--- config.mk ---
export PLATFORM = sky130hd
export DESIGN_NAME = es_mem_req
export DESIGN_NICKNAME = d
export VERILOG_FILES = /design/src/rtl/es_mem_req.sv
export SDC_FILE = /design/constraint.sdc
export NUM_CORES = 1
export LEC_CHECK = 0
export BUFFER_PORTS_ARGS = -buffer_cell sky130_fd_sc_hd__buf_2
export CAP_MARGIN = 20
export CORE_ASPECT_RATIO = 0.9
export CORE_MARGIN = 2
export CORE_UTILIZATION = 40
export DETAILED_ROUTE_END_ITERATION = 16
export GPL_TIMING_DRIVEN = 0
export PLACE_DENSITY = 0.65
export REMOVE_ABC_BUFFERS = 1
export SETUP_SLACK_MARGIN = 0.1
export SLEW_MARGIN = 20
export SYNTH_ARGS = -nofsm -noshare
export SYNTH_HDL_FRONTEND = slang
export SYNTH_SLANG_ARGS = --single-unit
--- constraint.sdc ---
create_clock -name clk -period 3.65 [get_ports clk]
set_input_delay 0.1825 -clock clk [delete_from_list [all_inputs] [get_ports clk]]
set_output_delay 0.1825 -clock clk [all_outputs]
set_load 0.02 [all_outputs]
--- src/rtl/es_mem_req.sv ---
// EX-stage memory request issue: holds the EX pipeline register for loads/stores,
// drives sram-like req/addr_ok, and flags address errors (ES_ADDR_EXC_EN).
module es_mem_req #(
  parameter logic [4:0] EXC_ADEL = 5'h04,
  parameter logic [4:0] EXC_ADES = 5'h05
) (
  input  logic        clk,
  input  logic        resetn,
  input  logic        ds_to_es_valid,
  output logic        es_allowin,
  input  logic [31:0] in_pc,
  input  logic [31:0] in_addr,
  input  logic [31:0] in_rt,
  input  logic [6:0]  in_ld_op,
  input  logic [4:0]  in_st_op,
  input  logic        in_ex,
  input  logic [4:0]  in_excode,
  input  logic        ms_allowin,
  output logic        es_to_ms_valid,
  output logic [31:0] out_pc,
  output logic [31:0] out_addr,
  output logic [6:0]  out_ld_op,
  output logic        out_store_op,
  output logic        out_ex,
  output logic [4:0]  out_excode,
  output logic [31:0] out_badvaddr,
  output logic        data_sram_req,
  output logic        data_sram_wr,
  output logic [1:0]  data_sram_size,
  output logic [3:0]  data_sram_wstrb,
  output logic [31:0] data_sram_addr,
  output logic [31:0] data_sram_wdata,
  input  logic        data_sram_addr_ok,
  input  logic        flush
);

  typedef enum logic [1:0] {IDLE, REQ, DONE, CANCEL} state_t;

  typedef struct packed {
    logic [31:0] pc;
    logic [31:0] addr;
    logic [31:0] rt;
    logic [6:0]  ld_op;   // {lw,lb,lbu,lh,lhu,lwl,lwr}
    logic [4:0]  st_op;   // {sw,sb,sh,swl,swr}
    logic        ex;
    logic [4:0]  excode;
  } es_reg_t;

  es_reg_t r;
  logic    es_valid;
  state_t  state, state_nxt;

  logic mem_op, is_store, is_word, is_half, is_byte;
  logic addr_err, ex, ready_go;
  logic [1:0] pos;

  assign is_store = |r.st_op;
  assign mem_op   = |r.ld_op || is_store;
  assign is_word  = r.ld_op[6] | r.st_op[4];
  assign is_half  = r.ld_op[3] | r.ld_op[2] | r.st_op[2];
  assign is_byte  = r.ld_op[5] | r.ld_op[4] | r.st_op[3];
  assign pos      = r.addr[1:0];

`ifdef ES_ADDR_EXC_EN
  assign addr_err = (is_word && (r.addr[1:0] != 2'b00)) || (is_half && r.addr[0]);
`else
  assign addr_err = 1'b0;
`endif

  assign ex             = es_valid && (r.ex || addr_err);
  assign ready_go       = !mem_op || ex || state == DONE;
  assign es_to_ms_valid = es_valid && ready_go && !flush;
  assign es_allowin     = (!es_valid || (ready_go && ms_allowin)) && state != CANCEL;

  always_ff @(posedge clk or negedge resetn) begin
    if (!resetn) begin
      es_valid <= 1'b0;
      r        <= '0;
    end else begin
      if (flush)           es_valid <= 1'b0;
      else if (es_allowin) es_valid <= ds_to_es_valid;
      if (ds_to_es_valid && es_allowin) begin
        r.pc     <= in_pc;
        r.addr   <= in_addr;
        r.rt     <= in_rt;
        r.ld_op  <= in_ld_op;
        r.st_op  <= in_st_op;
        r.ex     <= in_ex;
        r.excode <= in_excode;
      end
    end
  end

  always_ff @(posedge clk or negedge resetn) begin
    if (!resetn) state <= IDLE;
    else         state <= state_nxt;
  end

  // A request already on the bus must finish its address phase even after a
  // flush; CANCEL keeps it alive and blocks new instructions until addr_ok.
  always_comb begin
    state_nxt = state;
    case (state)
      IDLE:   if (es_valid && mem_op && !ex && !flush && ms_allowin) state_nxt = REQ;
      REQ:    if (data_sram_addr_ok) state_nxt = flush ? IDLE : DONE;
              else if (flush)        state_nxt = CANCEL;
      DONE:   if ((es_to_ms_valid && ms_allowin) || flush) state_nxt = IDLE;
      CANCEL: if (data_sram_addr_ok) state_nxt = IDLE;
      default: state_nxt = IDLE;
    endcase
  end

  always_comb begin
    data_sram_req = (state == REQ) || (state == CANCEL);
  end

  // Request encoding comes straight from the held register, so it stays
  // constant for as long as req is up.
  always_comb begin
    data_sram_size  = 2'd2;
    data_sram_wstrb = 4'b0000;
    data_sram_wdata = 32'h0;
    data_sram_addr  = {r.addr[31:2], 2'b00};
    if (is_byte) begin
      data_sram_size  = 2'd0;
      data_sram_addr  = r.addr;
      data_sram_wstrb = 4'b0001 << pos;
      data_sram_wdata = {4{r.rt[7:0]}};
    end else if (is_half) begin
      data_sram_size  = 2'd1;
      data_sram_addr  = {r.addr[31:1], 1'b0};
      data_sram_wstrb = pos[1] ? 4'b1100 : 4'b0011;
      data_sram_wdata = {2{r.rt[15:0]}};
    end else if (r.st_op[1]) begin
      data_sram_wstrb = 4'b1111 >> (2'd3 - pos);
      data_sram_wdata = r.rt >> {(2'd3 - pos), 3'b000};
    end else if (r.st_op[0]) begin
      data_sram_wstrb = 4'b1111 << pos;
      data_sram_wdata = r.rt << {pos, 3'b000};
    end else begin
      data_sram_wstrb = 4'b1111;
      data_sram_wdata = r.rt;
    end
    if (!is_store) begin
      data_sram_wstrb = 4'b0000;
      data_sram_wdata = 32'h0;
    end
  end

  assign data_sram_wr = is_store;

  assign out_pc       = r.pc;
  assign out_addr     = r.addr;
  assign out_ld_op    = r.ld_op;
  assign out_store_op = is_store;
  assign out_ex       = ex;
  assign out_excode   = !ex      ? 5'h00 :
                        r.ex     ? r.excode :
                        is_store ? EXC_ADES : EXC_ADEL;
  assign out_badvaddr = addr_err ? r.addr : 32'h0;

endmodule

==> run metrics, run 1 <==
status=finished, final reports clean; layout cell share with drive strength beyond 1=42.9%; area of the multi-input gates=0.00297 mm²; worst setup path class=reg -> out; fin. max-slew vios=0; Area contributors post-synth=dfrtp_1 (42%), buf_4 (15%), mux2_2 (9.7%); Worst-Skew Late Latency=0.42 ns; Starting Density=41.1%; CTS Buf Count=17; CTS tree=built; filler instances=1,417; RSZ-0062 raised after global routing=false; Core ar.=0.0170 mm²; Initial DRT Pass Iterations=5; nature of the critical path endpoint=output pin; period utilization=92.8%; Max rail drop VDD=0.417 mV; Clk pin slew, worst setup/hold paths=0.06 ns; Post-DP Area=0.00776 mm²; Tot GR Track Use=23.1%; Synth cell types=51; PwrDens=566 mW/mm²; register area share after synthesis=41.9%; crit path from=out_ld_op[5]; die width=143 µm; Max-Slew Margin vs Limit=40.8%; vias per inst=5.17; dpl hpwl=13.8 mm; Root Buffer=clkbuf_16; Die ar.=0.0185 mm²; H-Tree Depth=4; drt drc=0; total grt overflow=0; Top FF cell, synth=dfrtp_1; Final Instance Count excl. Fillers=1,151; initial DRC count=431; most common cell in the netlist=buf_4; total chip power=5.38 mW; total number of vias=5,945; worst-path fanout max=17; Arrival @ worst endpoint=3.20 ns; sequential cell area=0.00293 mm²; largest area contributor in the netlist=dfrtp_1; Final Critical Period=3.39 ns; reg-to-reg startpoint=r[7]; register bit total from synthesis=117; Detail Route Antenna Nets=0; antenna violations before repair=0; GPL Wtd Cong=0.790; first-pass GRT wire length=32.6 mm; largest net degree at the start of global routing=73; CP startpoint kind=flop; worst hold start=in_st_op[2]; number of setup violations in the final report=0; leak pwr=4.45 nW; CTS Sinks=117; Inserted Diodes=0; Worst Tran Pin Value=0.888 ns; top-area cell type share of the netlist area=41.9%; CP Data Required Time=3.47 ns; Post-synth EDFFs=0; # IOs=304; Hold Path Class=in -> reg; max_cap viols=0; IO buf count=271; Hold Violations, Final=0; fraction of registers with async set/reset=100%; P&R area growth vs syn=35.9%; Final Skew=0.0176 ns; total wire length=21.6 mm; Syn. warnings=0; Max Clock Freq=0.295 GHz; final instance area=0.00950 mm²; net count reported at finish=1,023; Synth Cell Area=0.00699 mm²; vias in the first global route=5,909; Die H=129 µm; Post-synth top cells=buf_4 (139), dfrtp_1 (117), mux2_2 (60); Cells after Synth=626; row count=45; CTS Buffer Depth=2; syn_area_per_cell=11.2 µm²; DP Cell Count=1,003; Routed WL per cell=18.8 µm
-- area by class of cell --
class / instances / share of cell area [%]
Inverter: 10 / 0.395
Sequential cell: 117 / 30.8
Timing Repair Buffer: 393 / 28.3
Clock buffer: 18 / 4.62
Tap cell: 235 / 3.09
Clock inverter: 14 / 1.50
Multi-Input combinational cell: 364 / 31.2
-- per-stage QoR --
stage / TNS, ns / utilization [%] / setup slack (ns) / hold slack, ns
2_1_floorplan: -12.16 / - / -0.147 / -0.113
5_1_grt: 0 / 55.9 / 0.134 / 0.0167
6_report: 0 / 55.9 / 0.264 / 0.0291
4_1_cts: 0 / 55.8 / 0.137 / 0.0164
3_5_place_dp: 0 / 45.6 / 0.253 / 0.253
3_3_place_gp: -146.71 / 44.4 / -1.35 / 0.398
-- layer usage --
layer	GRT usage, %	vias up	routed length, µm
met1	27.4	2897	8510
li1	-	2685	-
met2	39.2	310	10700
met3	6.43	53	1640
met4	10.9	0	762
met5	0	-	0
-- repair_timing --
item,4_1_cts,5_1_grt
pin swaps,1,1
setup endpoints to repair,14,17
endpoints found under the hold margin,182,0
hold buffers,112,0
setup buffers,3,0
resized for setup,1,0
gates cloned,0,1
-- cells by family after synthesis --
kind of cell	Yosys count	share of synthesized area, %
simple gates	92	6.78
compound gates	122	13.6
flops	117	41.9
other cells	1	0.0537
buf+inv	177	17.7
mux	117	19.9
-- path summary, 6_finish.rpt --
kind | to | slack, ns | cells after the start
hold reg to reg | out_pc[6] | 0.48 | 1
setup reg to reg | out_addr[16] | 0.42 | 8
min in group asynchronous | out_pc[15] | 0.37 | 2
setup / recovery | data_sram_wdata[22] | 0.26 | 5
hold / removal | r[8] | 0.03 | 2
max in group asynchronous | out_addr[0] | 2.60 | 3
-- layout by cell type (no fill, tap or decap), types with 3 or more instances in the layout --
| master | instances |
|---|---|
| conb_1 | 32 |
| buf_4 | 3 |
| o21ai_0 | 9 |
| clkinv_4 | 3 |
| inv_1 | 8 |
| buf_2 | 270 |
| or3_1 | 4 |
| a221o_1 | 12 |
| nand3_1 | 4 |
| dlygate4sd3_1 | 112 |
| mux4_2 | 7 |
| a221oi_1 | 11 |
| nand2_1 | 24 |
| and3_1 | 5 |
| buf_16 | 6 |
| inv_6 | 5 |
| a22o_1 | 14 |
| o221ai_1 | 6 |
| nor2b_1 | 10 |
| a32o_1 | 7 |
| dfrtp_1 | 115 |
| nor3_1 | 4 |
| mux2_1 | 47 |
| nor2_1 | 28 |
| clkbuf_16 | 17 |
| a21oi_1 | 17 |
| mux2i_1 | 3 |
| a22oi_1 | 14 |
| mux2_2 | 60 |
| o211ai_1 | 8 |
| and2_1 | 3 |
| a31oi_1 | 4 |
-- sequential cells by signal, indices dropped and copies added, names as in the netlist --
name       count
r             43
state          2
out_ld_op      7
out_pc        32
out_addr      32
es_valid       1
-- power by group --
part	internal, mW	switching [mW]
combinational	0.809	1.13
sequential	1.52	0.266
clock	0.976	0.678
total	3.31	2.07
-- worst max-delay path, cell delays in order (launching register included) --
cell	delay [ns]
dfrtp_1	0.43
nor3_4	0.68
nand2_1	0.50
nor2_1	0.70
a32o_1	0.30
buf_2	0.18
Note: power is estimated with default switching activity, not from simulation.
==> run 2, diff against run 1 <==
--- a/config.mk
+++ b/config.mk
@@ -5,7 +5,7 @@
 export SDC_FILE = /design/constraint.sdc
 export NUM_CORES = 1
 export LEC_CHECK = 0
-export BUFFER_PORTS_ARGS = -buffer_cell sky130_fd_sc_hd__buf_2
+export BUFFER_PORTS_ARGS = -buffer_cell sky130_fd_sc_hd__buf_4
 export CAP_MARGIN = 20
 export CORE_ASPECT_RATIO = 0.9
 export CORE_MARGIN = 2
==> run 2 against run 1 <==
Register-to-register slack better by 0.05 ns. Combinational power up 11%. Clock skew shrank 0.0059 ns. Critical path depth is the same. Sequential cell count unchanged. Critical endpoint is now data_sram_wdata[16]. Largest power group unchanged. Highest routed layer unchanged.
==> run metrics, run 2 (synthesized netlist as in run 1, its figures left out) <==
Worst Hold Path EP=r[33] (was r[8]); vias in the first global route=6,094 (was 5,909); Max rail drop VDD=0.510 mV (was 0.417 mV); Core ar.=0.0170 mm² (unchanged); PwrDens=546 mW/mm² (was 566 mW/mm²); row count=45 (unchanged); H-Tree Depth=4 (unchanged); Root Buffer=clkbuf_16 (unchanged); # IOs=304 (unchanged); crit path from=out_ld_op[4] (was out_ld_op[5]); antenna violations before repair=0 (unchanged); Arrival @ worst endpoint=3.21 ns (was 3.20 ns); CTS Buffer Depth=2 (unchanged); Routed WL per cell=19.1 µm (was 18.8 µm); first-pass GRT wire length=33.3 mm (was 32.6 mm); worst hold path depth=2 (unchanged); Final Critical Period=3.40 ns (was 3.39 ns); Slowest-stage cell, CP=nor2_1 (unchanged); Sw Share=38.0% (was 38.5%); Max-Slew Margin vs Limit=37.9% (was 40.8%); Worst-Skew Late Latency=0.42 ns (about the same); commonest non-fill, non-tap cell in the layout=buf_4 (was buf_2); Max Clock Freq=0.295 GHz (about the same); max reg flops=43 (unchanged); IO buf count=271 (unchanged); GPL Wtd Cong=0.874 (was 0.790); CP Data Required Time=3.47 ns (about the same); worst-path fanout max=17 (unchanged); Clk pin slew, worst setup/hold paths=0.06 ns (about the same); Initial DRT Pass Iterations=7 (was 5); Final Skew=0.0118 ns (was 0.0176 ns); Hold Violations, Final=0 (unchanged); highest cell delay on the worst timing path=0.69 ns (was 0.70 ns); CTS tree=built (unchanged); leak pwr=4.65 nW (was 4.45 nW); Detail Route Antenna Nets=0 (unchanged); fin. max-slew vios=0 (unchanged); Crit path max-delay family=simple AND/OR/NAND/NOR gates (unchanged); Internal=3.43 mW (was 3.31 mW); R2R depth=7 (was 8); period utilization=93.0% (was 92.8%); total number of vias=6,037 (was 5,945); reg-to-reg startpoint=r[7] (unchanged); crit-path cells=nor3_4 > nand2_1 > nor2_1 > a32o_1 > buf_4 (was nor3_4 > nand2_1 > nor2_1 > a32o_1 > buf_2); commonest cells after routing, fill and taps aside=buf_4 (274), dfrtp_1 (115), dlygate4sd3_1 (113), mux2_2 (60), mux2_1 (47) (was buf_2 (270), dfrtp_1 (115), dlygate4sd3_1 (112), mux2_2 (60), mux2_1 (47)); largest net degree at the start of global routing=71 (was 73); CTS Sinks=117 (unchanged); Inserted Diodes=0 (unchanged); switching power=2.11 mW (was 2.07 mW); Reg2Reg Setup Slack=0.47 ns (was 0.42 ns); drt drc=0 (unchanged); WP buf/inv=1 (unchanged); number of setup violations in the final report=0 (unchanged); RR Endpoint=out_addr[0] (was out_addr[16]); Starting Density=41.1% (unchanged); worst hold start=in_rt[15] (was in_st_op[2]); net count reported at finish=1,024 (was 1,023); Logic pwr share=38.8% (was 36.0%); Tot GR Track Use=23.4% (was 23.1%); total wire length=22.0 mm (was 21.6 mm); RSZ-0062 raised after global routing=false (unchanged); status=finished, final reports clean (unchanged); DP Cell Count=1,002 (was 1,003); CTS Buf Count=17 (unchanged); Die H=129 µm (unchanged); CP startpoint kind=flop (unchanged); worst setup path class=reg -> out (unchanged); Most flops, register=r (unchanged); Clk pwr share=28.3% (was 30.8%); dpl hpwl=14.7 mm (was 13.8 mm); worst hold slack=0.0210 ns (was 0.0291 ns); P&R area growth vs syn=45.3% (was 35.9%); vias per inst=5.24 (was 5.17); layout cell share with drive strength beyond 1=42.9% (about the same); die width=143 µm (unchanged); Hold Path Class=in -> reg (unchanged); Worst Tran Pin Value=0.931 ns (was 0.888 ns); part of the power in registers=32.9% (was 33.2%); total grt overflow=0 (unchanged); max_cap viols=0 (unchanged); nature of the critical path endpoint=output pin (unchanged); initial DRC count=589 (was 431); Final Instance Count excl. Fillers=1,152 (was 1,151); final core occ=59.7% (was 55.9%); Die ar.=0.0185 mm² (unchanged)
## run 2: final cells by class
type                       count  area (µm²)
inverter                      10        38.8
clock inverter                14         119
clock buffer                  18         429
sequential                   117        2930
tap                          235         294
multi-input combinational    363        2960
fill                        1344        6850
timing repair buffer         395        3380
## run 2: worst reg2reg max path, cell delays in order, from the launching register on
cell and delay (ns):
dfrtp_1 0.71, or3_1 0.56, nand4b_4 0.22, o21ai_4 0.57
buf_16 0.24, buf_16 0.19, buf_16 0.19, mux2_2 0.37
## run 2: through the flow
stage	worst slack (ns)	setup TNS, ns	cell area (µm²)	power, mW
after floorplan	-0.147	-12.16	5900	2.88
after global placement	-1.26	-135.83	8230	3.77
after detailed placement	0.413	0	8410	3.85
after CTS	0.144	0	10100	5.53
after global routing	0.111	0	10200	5.80
final	0.255	0	10200	5.54
## run 2: what timing repair did
action,CTS,global route
hold endpoints to repair,159,0
setup endpoints to repair,9,17
resized for setup,2,1
hold buffers,113,0
buffers inserted,0,5
pin swaps,0,1
## run 2: how the worst max path moves through the flow
stage | to | slack, ns | cells after the start
after floorplan | out_addr[0] | -0.15 | 4
after global placement | out_addr[11] | -1.26 | 4
after detailed placement | data_sram_wdata[31] | 0.41 | 6
after CTS | data_sram_wdata[16] | 0.14 | 5
after global routing | data_sram_wdata[16] | 0.11 | 5
final | data_sram_wdata[16] | 0.25 | 5
## run 2: power groups by stage
stage                     clock [mW]  sequential (mW)  combinational [mW]
after floorplan                    0             1.99               0.883
after global placement             0             1.80                1.97
after detailed placement           0             1.83                2.02
after CTS                       1.60             1.81                2.12
after global routing            1.66             1.86                2.27
final                           1.57             1.82                2.15
## run 2: routing by layer
metal  track usage (%)  up-vias  routed length (µm)
met1              28.1     2992                8660
met2              40.8      327               11400
met5                 0        -                   0
li1                  -     2688                   -
met3              6.36       30                1560
met4              7.96        0                 384
==> run 3, diff against run 2 <==
--- a/config.mk
+++ b/config.mk
@@ -9,10 +9,10 @@
 export CAP_MARGIN = 20
 export CORE_ASPECT_RATIO = 0.9
 export CORE_MARGIN = 2
-export CORE_UTILIZATION = 40
+export CORE_UTILIZATION = 52
 export DETAILED_ROUTE_END_ITERATION = 16
 export GPL_TIMING_DRIVEN = 0
-export PLACE_DENSITY = 0.65
+export PLACE_DENSITY = 0.83
 export REMOVE_ABC_BUFFERS = 1
 export SETUP_SLACK_MARGIN = 0.1
 export SLEW_MARGIN = 20
==> run 3 against run 2 <==
The flow now finishes with violations (negative hold slack). Clock skew grew 0.00055 ns. Hold slack worse by 0.024 ns. First-iteration DRC count decreased by 18%. Routed wire length is 5.9% higher. Register-to-register slack worse by 0.23 ns. Via count is 2.3% higher. Clock power is 8% higher. Maximum frequency decreased by 0.54%. Final cell count fell by 7.0%. Non-clock buffer count fell by 14. Clock-buffer cell count grew 4.
==> run metrics, run 3 (synthesized netlist as in run 1, its figures left out) <==
first-pass GRT wire length=36.1 mm (was 33.3 mm); commonest non-fill, non-tap cell in the layout=buf_4 (unchanged); Max-Slew Margin vs Limit=43.9% (was 37.9%); Internal=3.60 mW (was 3.43 mW); vias in the first global route=6,475 (was 6,094); Routed WL per cell=21.7 µm (was 19.1 µm); Tot GR Track Use=32.5% (was 23.4%); sequential cell area=0.00293 mm² (unchanged); Logic pwr share=38.0% (was 38.8%); dpl hpwl=14.4 mm (was 14.7 mm); Final Critical Period=3.41 ns (was 3.40 ns); crit-path cells=nor3_4 > nand2_1 > nor2_1 > a32o_1 > buf_4 (unchanged); antenna violations before repair=0 (unchanged); H-Tree Depth=4 (unchanged); worst setup path class=reg -> out (unchanged); Root Buffer=clkbuf_16 (unchanged); Clk pwr share=29.8% (was 28.3%); Max Clock Freq=0.293 GHz (was 0.295 GHz); number of setup violations in the final report=0 (unchanged); vias per inst=5.77 (was 5.24); Max rail drop VDD=0.525 mV (was 0.510 mV); drt drc=0 (unchanged); status=finished, violations left (was finished, final reports clean); Detail Route Antenna Nets=0 (unchanged); largest net degree at the start of global routing=64 (was 71); final core occ=75.2% (was 59.7%); violated checks=negative hold slack; max reg flops=43 (unchanged); total grt overflow=0 (unchanged); Core ar.=0.0133 mm² (was 0.0170 mm²); total wire length=23.3 mm (was 22.0 mm); layout cell share with drive strength beyond 1=43.0% (was 42.9%); max_cap viols=0 (unchanged); total chip power=5.70 mW (was 5.54 mW); IO buf count=271 (unchanged); total number of vias=6,177 (was 6,037); net count reported at finish=1,010 (was 1,024); Slowest-stage cell, CP=nor2_1 (unchanged); nature of the critical path endpoint=output pin (unchanged); commonest cells after routing, fill and taps aside=buf_4 (272), dfrtp_1 (115), dlygate4sd3_1 (102), mux2_2 (60), mux2_1 (47) (was buf_4 (274), dfrtp_1 (115), dlygate4sd3_1 (113), mux2_2 (60), mux2_1 (47)); Sum Neg Setup Slack=0 ns (unchanged); RSZ-0062 raised after global routing=false (unchanged); Sw Share=36.9% (was 38.0%); initial DRC count=481 (was 589); Most flops, register=r (unchanged); Hold Path Class=in -> reg (unchanged); CTS Buf Count=17 (unchanged); fin. max-slew vios=0 (unchanged); GPL Wtd Cong=0.843 (was 0.874); row count=40 (was 45); CTS Sinks=117 (unchanged); Initial DRT Pass Iterations=6 (was 7); CP Data Required Time=3.47 ns (about the same); die width=126 µm (was 143 µm); Die ar.=0.0144 mm² (was 0.0185 mm²); Clk pin slew, worst setup/hold paths=0.06 ns (about the same); part of the power in registers=32.2% (was 32.9%); WP buf/inv=1 (unchanged); worst-path fanout max=17 (unchanged); CTS tree=built (unchanged); leak pwr=4.61 nW (was 4.65 nW); Final Skew=0.0123 ns (was 0.0118 ns); CP startpoint kind=flop (unchanged); Hold Violations, Final=1 (was 0); highest cell delay on the worst timing path=0.73 ns (was 0.69 ns); worst hold slack=-0.00297 ns (was 0.0210 ns); Arrival @ worst endpoint=3.23 ns (was 3.21 ns); period utilization=93.5% (was 93.0%); Starting Density=52.7% (was 41.1%); CTS Buffer Depth=2 (unchanged); Crit path max-delay family=simple AND/OR/NAND/NOR gates (unchanged); # IOs=304 (unchanged); Die H=114 µm (was 129 µm); Inserted Diodes=0 (unchanged); filler instances=815 (was 1,344); Worst-Skew Late Latency=0.43 ns (was 0.42 ns); PwrDens=572 mW/mm² (was 546 mW/mm²); Worst Tran Pin Value=0.842 ns (was 0.931 ns); P&R area growth vs syn=42.6% (was 45.3%); switching power=2.10 mW (was 2.11 mW); area of the multi-input gates=0.00296 mm² (unchanged)
-- run 3: changes by cell type in the layout (fill, tap and decap cells not counted), sizes merged --
cell | before | now
bufinv | 0 | 2
buf | 282 | 279
inv | 15 | 10
clkinv | 5 | 4
clkbuf | 18 | 22
dlygate4sd3 | 113 | 102
-- run 3: area by class of cell --
type | count | share of cell area, %
flip-flops and latches | 117 | 29.4
clock buffers | 22 | 4.76
multi-input cells | 363 | 29.7
well taps | 168 | 2.11
repair buffers | 381 | 32.5
inverters | 10 | 0.377
clock inverters | 10 | 1.22
-- run 3: power by group through the flow --
stage	combinational, mW	sequential, mW	clock, mW
after floorplan	0.883	1.99	0
after global placement	1.95	1.80	0
after detailed placement	2.02	1.83	0
after CTS	2.11	1.81	1.70
after global routing	2.27	1.87	1.77
final	2.16	1.83	1.70
-- run 3: worst paths after layout --
kind | from | end | slack [ns] | cells past startpoint
max | out_ld_op[5] | data_sram_wdata[22] | 0.24 | 5
min | in_addr[28] | out_addr[28] | -0.003 | 2
max reg2reg | r[7] | r[22] | 0.24 | 8
min reg2reg | r[2] | r[2] | 0.48 | 1
max in group asynchronous | resetn | r[30] | 2.67 | 3
min in group asynchronous | resetn | out_pc[15] | 0.29 | 2
-- run 3: worst register-to-register path, cell delays in order, from the launching register on --
cell      delay [ns]
dfrtp_1         0.69
or3_1           0.55
nand4b_4        0.22
o21ai_4         0.66
buf_16          0.24
buf_16          0.18
buf_16          0.21
buf_16          0.19
mux2_1          0.36
-- run 3: through the flow --
| step | setup WS [ns] | instance area, µm² | cells |
|---|---|---|---|
| after floorplan | -0.147 | 5900 | 490 |
| after global placement | -1.10 | 8150 | 929 |
| after detailed placement | 0.347 | 8330 | 935 |
| after CTS | 0.128 | 9920 | 1066 |
| after global routing | 0.101 | 9970 | 1071 |
| final | 0.236 | 9970 | 1071 |
-- run 3: routing by layer --
layer,global-route usage [%],routed length (µm),vias to the layer above
met5,0,0,-
met4,14.7,1100,0
met3,10.1,2140,85
met2,54.3,11500,423
met1,38.9,8500,3024
li1,-,-,2645
-- run 3: repair_timing --
item                       4_1_cts  5_1_grt
hold buffers                    99        3
buffers inserted                 0        2
hold endpoints to repair       152        3
setup endpoints to repair        0       20
gates resized for setup          0        1
